## src/rtl/alu_result_stage.sv

```systemverilog
// Registered output stage for the SimpleALU. A two-entry skid buffer lets in_ready
// come straight from a flop, so the stage still passes one result per cycle.
module alu_result_stage #(
    parameter int WIDTH = 32,
    parameter int OP_W  = 5,
    parameter int CNT_W = 16
) (
    input  logic             clock,
    input  logic             reset,
    input  logic [WIDTH-1:0] in_result,
    input  logic [OP_W-1:0]  in_opcode,
    input  logic             in_valid,
    output logic             in_ready,
    output logic [WIDTH-1:0] out_result,
    output logic [OP_W-1:0]  out_opcode,
    output logic             out_isZero,
    output logic             out_valid,
    input  logic             out_ready,
    output logic [CNT_W-1:0] result_count
);

    // Handshake: a transfer happens on a rising edge where valid and ready are both 1.
    // The producer holds its data while valid is high and ready is low, and the
    // consumer side holds out_* stable in the same situation.
    logic             accept;
    logic             drain;
    logic             in_zero;

    logic [WIDTH-1:0] main_result, main_result_n;
    logic [OP_W-1:0]  main_opcode, main_opcode_n;
    logic             main_zero, main_zero_n;
    logic             main_valid, main_valid_n;

    logic [WIDTH-1:0] skid_result, skid_result_n;
    logic [OP_W-1:0]  skid_opcode, skid_opcode_n;
    logic             skid_zero, skid_zero_n;
    logic             skid_valid, skid_valid_n;

    logic             ready_q, ready_n;
    logic [CNT_W-1:0] count_q, count_n;

    assign accept  = in_valid & ready_q;
    assign drain   = main_valid & out_ready;
    assign in_zero = (in_result == '0);

    always_comb begin
        main_result_n = main_result;
        main_opcode_n = main_opcode;
        main_zero_n   = main_zero;
        main_valid_n  = main_valid;
        skid_result_n = skid_result;
        skid_opcode_n = skid_opcode;
        skid_zero_n   = skid_zero;
        skid_valid_n  = skid_valid;
        count_n       = count_q;

        if (drain) begin
            count_n = count_q + CNT_W'(1);
        end

        if (!main_valid || drain) begin
            if (skid_valid) begin
                // Oldest data lives in skid; promote it before taking anything new.
                main_result_n = skid_result;
                main_opcode_n = skid_opcode;
                main_zero_n   = skid_zero;
                main_valid_n  = 1'b1;
                skid_valid_n  = accept;
                if (accept) begin
                    skid_result_n = in_result;
                    skid_opcode_n = in_opcode;
                    skid_zero_n   = in_zero;
                end
            end else if (accept) begin
                main_result_n = in_result;
                main_opcode_n = in_opcode;
                main_zero_n   = in_zero;
                main_valid_n  = 1'b1;
            end else begin
                main_valid_n  = 1'b0;
            end
        end else if (accept) begin
            skid_result_n = in_result;
            skid_opcode_n = in_opcode;
            skid_zero_n   = in_zero;
            skid_valid_n  = 1'b1;
        end

        ready_n = !skid_valid_n;
    end

    always_ff @(posedge clock) begin
        if (reset) begin
            main_result <= '0;
            main_opcode <= '0;
            main_zero   <= 1'b0;
            main_valid  <= 1'b0;
            skid_result <= '0;
            skid_opcode <= '0;
            skid_zero   <= 1'b0;
            skid_valid  <= 1'b0;
            ready_q     <= 1'b0;
            count_q     <= '0;
        end else begin
            main_result <= main_result_n;
            main_opcode <= main_opcode_n;
            main_zero   <= main_zero_n;
            main_valid  <= main_valid_n;
            skid_result <= skid_result_n;
            skid_opcode <= skid_opcode_n;
            skid_zero   <= skid_zero_n;
            skid_valid  <= skid_valid_n;
            ready_q     <= ready_n;
            count_q     <= count_n;
        end
    end

    assign in_ready     = ready_q;
    assign out_valid    = main_valid;
    assign out_result   = main_result;
    assign out_opcode   = main_opcode;
    assign out_isZero   = main_zero;
    assign result_count = count_q;

endmodule
```

## config.mk

```make
export PLATFORM = sky130hd
export DESIGN_NAME = alu_result_stage
export DESIGN_NICKNAME = d
export VERILOG_FILES = /design/src/rtl/alu_result_stage.sv
export SDC_FILE = /design/constraint.sdc
export NUM_CORES = 1
export LEC_CHECK = 0
export CAP_MARGIN = 10
export CORE_UTILIZATION = 40
export DETAILED_ROUTE_END_ITERATION = 16
export GPL_ROUTABILITY_DRIVEN = 0
export PLACE_DENSITY = 0.67
export SYNTH_ARGS = -nofsm -noshare
export SYNTH_HDL_FRONTEND = slang
export SYNTH_SLANG_ARGS = --single-unit
export TNS_END_PERCENT = 30
```

## constraint.sdc

```tcl
create_clock -name clock -period 2.2 [get_ports clock]
set_clock_uncertainty 0.1 [all_clocks]
set_input_delay 0.33 -clock clock [delete_from_list [all_inputs] [get_ports clock]]
set_output_delay 0.33 -clock clock [all_outputs]
set_load 0.05 [all_outputs]
```

# Word level (Yosys, flattened, before mapping)
# Cells that the tools add are included.
dict set report word_totals {
  output_inout_bits 56
  input_bits 41
  register_bits 95
}
dict set report op_classes {
  reduce_logical 6
  mux 20
  n_eq_ne 1
  addsub 1
  n_bitwise 2
}
# operator count
set op_table {}
lappend op_table {{32-bit 2-to-1 mux} 5}
lappend op_table {{32-bit zero test} 1}
lappend op_table {{5-bit 2-to-1 mux} 5}
lappend op_table {{16-bit by 1-bit adder with 16-bit output (second input constant)} 1}
lappend op_table {{1-bit 2-to-1 mux} 10}
lappend op_table {{1-bit AND} 2}
lappend op_table {{1-bit zero test} 2}
lappend op_table {{2-bit != test (second input constant)} 1}
lappend op_table {{2-bit AND reduction} 1}
lappend op_table {{2-bit nonzero test} 1}
lappend op_table {{1-bit logical OR} 1}

# Depth between registers and ports, before layout
dict set report depth {
  depth_word 4
  depth_mapped 6
  depth_no_buf 5
}

# Least setup slack after synthesis
# Ideal clock, no wire load.
dict set report synth_timing {
  path_type {flip-flop to flip-flop}
  start {register count_q[3] (netlist: result_count[3])}
  end {register count_q[15] (netlist: result_count[15])}
  stages_incl_launch_ff 5
  synth_period_minus_slack_ps 2079
  t_arrival_ps 1859
  path_slack_ps 121
  path_cell_list {dfxtp_1 > nand4_1 > nor4_4 > nor3b_2 > mux2_2}
}
dict set report synth_via {
  elab_chain_len 1
}
# element line
set synth_lines {}
lappend synth_lines {{from (decl)} 40} ;# logic [CNT_W-1:0] count_q, count_n;
lappend synth_lines {{from (signal assigned)} 114} ;# count_q <= count_n;
lappend synth_lines {{16-bit by 1-bit adder with 16-bit output} 58} ;# count_n = count_q + CNT_W'(1);
# No other way between the ends.
# A chain may end at the register's enable or synchronous reset.

# Worst setup path after layout
dict set report layout_timing {
  start {register count_q[3] (netlist: result_count[3])}
  end {output port result_count[3]}
}
# element line
set layout_rtl {}
lappend layout_rtl {{to (decl)} 19} ;# output logic [CNT_W-1:0] result_count
# No word-level cell between the ends.

==> impl_metrics.json <==
{
  "grt_pass1_vias": 3211,
  "startpoint": "result_count[3]$_SDFFE_PP0P_",
  "synth_edf_count": 0,
  "area_delta_synth_final_pct": 35.46,
  "cp-end-kind": "primary output",
  "synthCells": 441,
  "syn-cell-area_um2": 3864,
  "cts_buffer_depth": 2,
  "cts.sinks": 95,
  "cap_violations": 0,
  "ioPinCount": 97,
  "wl_met2_um": 4283,
  "worst_slew_pin_slew_ns": 0.6633,
  "max_freq_ghz": 0.4777,
  "synthMostInstantiatedCell": "dfxtp_1",
  "path_clk_slew_ns": 0.10,
  "cts_hold_buf": 0,
  "track_usage_pct": 18.52,
  "drc": 0,
  "yosys.area.top_type": "dfxtp_1",
  "post_cts_resized": 0,
  "die-area_um2": 10060,
  "ys_ff_latch": 95,
  "core_um2": 9284,
  "netlist_top_cells_count": "dfxtp_1 (95), nand2_1 (84), nor2_1 (52)",
  "max_slew_margin_pct": 55.78,
  "irDropWorstVdd_v": 0.0003660,
  "slowest_stage": "clkdlybuf4s50_1",
  "h-tree-depth": 3,
  "die_x_um": 100.3,
  "cts_inserted_buffers": 9,
  "die_h_um": 100.3,
  "dp_hpwl_um": 6074,
  "synth-main-ff-cell": "dfxtp_1",
  "async_flop_share_pct": 0,
  "synth_cell_type_count": 32,
  "cpLargestDelayFamily": "buffers and inverters",
  "drt_iter0_markers": 109,
  "cpPeakStageDelay_ns": 0.85,
  "synth.area.top_cells": "dfxtp_1 (49%), mux2i_1 (9.6%), nand2_1 (8.2%)",
  "hp-start": "reset",
  "first_pass_iters": 5,
  "crit_arrival_ns": 1.66,
  "worst-path-buf-inv": 1,
  "vias_per_cell": 5.108,
  "path_max_fanout": 8,
  "synth_top_area_share_pct": 49.22,
  "start_kind": "flop",
  "cts.root.buffer_cell": "clkbuf_8",
  "synth_warnings": 0,
  "cts_tree": "done",
  "hold_viol": 0,
  "hp-class": "in2reg",
  "grt_max_degree": 77,
  "rsz0062_at_grt": "no",
  "grt_pass1_wl_um": 14900,
  "crit_type": "reg2out",
  "wl_met3_um": 356,
  "path_cells": "clkdlybuf4s50_1",
  "avgSynthCellArea_um2": 8.761,
  "overflow": 0,
  "wl_um": 9114,
  "layout.nets": 572,
  "num_rows": 35,
  "setup_viol": 0,
  "final_util_pct": 56.37,
  "r2r_start": "result_count[3]$_SDFFE_PP0P_",
  "drive_gt1_share_pct": 7.290,
  "post_cts_buffers": 0,
  "wl_met1_um": 4361,
  "setup_tns_ns": 0,
  "port_buffers": 96,
  "nFillCells": 858,
  "drv_slew": 0,
  "drtAntennaViolNets": 0,
  "seq_area_frac_synth_pct": 49.22,
  "clk_latency_ns": 0.35,
  "antenna_found_initial": 0,
  "status": "complete, no violations",
  "diodes": 0,
  "vias": 3392,
  "cp.required_ns": 1.77,
  "fin_crit_ns": 2.093,
  "leakage_nw": 1.716,
  "synth_nets": 483,
  "finalCritPeriodShare_pct": 95.16,
  "total_power_mw": 3.692,
  "initial_core_util_pct": 41.62,
  "wire_per_inst_um": 13.73,
  "power-per-cell-area_nw_per_um2": 705.5,
  "top_layer_used": "met4"
}
-- state kept, by name (all words and copies together) (netlist names) --
register      count
in_ready          1
out_isZero        1
out_opcode        5
out_result       32
out_valid         1
result_count     16
skid_opcode       5
skid_result      32
skid_valid        1
skid_zero         1
-- layer usage --
layer  track usage, %  up-vias
met5                0        -
li1                 -     1711
met1            23.80     1573
met3            3.064       11
met4            7.358        0
met2            30.98       97
-- path summary, 6_finish.rpt --
kind | cells after the start | slack, ns | endpoint
worst max-delay path | 1 | 0.11 | result_count[3]
worst min register to register | 2 | 0.36 | skid_result[29]$_SDFFE_PP0P_
worst min-delay path | 2 | 0.30 | result_count[7]$_SDFFE_PP0P_
worst max register to register | 4 | 0.44 | result_count[15]$_SDFFE_PP0P_
-- cell families after synthesis --
kind of cell               count (synthesis)  synth area share [%]
xor gates and xnor gates                  10                 2.267
and+or+nand+nor                          176                 20.14
buffers and inverters                     33                 3.627
DFF                                       95                 49.22
AOI/OAI and AO/OA                         86                 13.96
muxes                                     40                 10.46
adders and majority gates                  1                0.3238
-- area by class of cell --
class	instances	area, µm²	area share (%)
tap	129	161.4	3.084
sequential	95	1903	36.36
timing repair buffer	109	1104	21.09
clock inverter	7	97.59	1.865
multi-input combinational	313	1837	35.09
clock buffer	9	123.9	2.367
inverter	2	7.507	0.1434
-- cells in the final DEF, fill, tap and decap left out --
cell / n
and2_1: 1
ha_1: 1
clkinvlp_4: 2
xor2_1: 7
a211oi_1: 37
mux2i_1: 37
clkinv_2: 1
mux2_2: 3
nand2b_1: 1
nor3_1: 3
nand2_1: 84
dfxtp_2: 1
nand3_2: 1
a21oi_4: 2
xnor2_1: 3
nor3b_2: 1
nand4_1: 6
or3_1: 3
nor4_4: 1
a31oi_1: 1
nor2_1: 52
and4_1: 2
nand3_1: 7
inv_1: 2
o211a_1: 1
buf_12: 4
buf_4: 9
nor4_1: 9
bufinv_16: 2
a21o_1: 1
dfxtp_1: 94
clkinv_4: 2
buf_2: 1
a21oi_1: 42
clkbuf_8: 9
and3_1: 1
nor2b_1: 4
o21ai_0: 2
clkdlybuf4s50_1: 95
-- stage by stage --
| stage | hold slack, ns | std cells | cell area (µm²) | worst slack [ns] |
|---|---|---|---|---|
| 2_1_floorplan | 0.3360 | 441 | 3864 | 0.1206 |
| 3_3_place_gp | 0.3407 | 648 | 5012 | 0.04237 |
| 3_5_place_dp | 0.3479 | 648 | 5012 | 0.06351 |
| 4_1_cts | 0.2737 | 664 | 5234 | 0.07548 |
| 5_1_grt | 0.2949 | 664 | 5234 | 0.02868 |
| 6_report | 0.2963 | 664 | 5234 | 0.1065 |
-- power by group --
group          switching [mW]  internal, mW
Combinational           0.376         0.236
Sequential             0.0364          1.78
Clock                   0.617         0.642
Total                    1.03          2.66
Power figures use the tool's default switching activity.
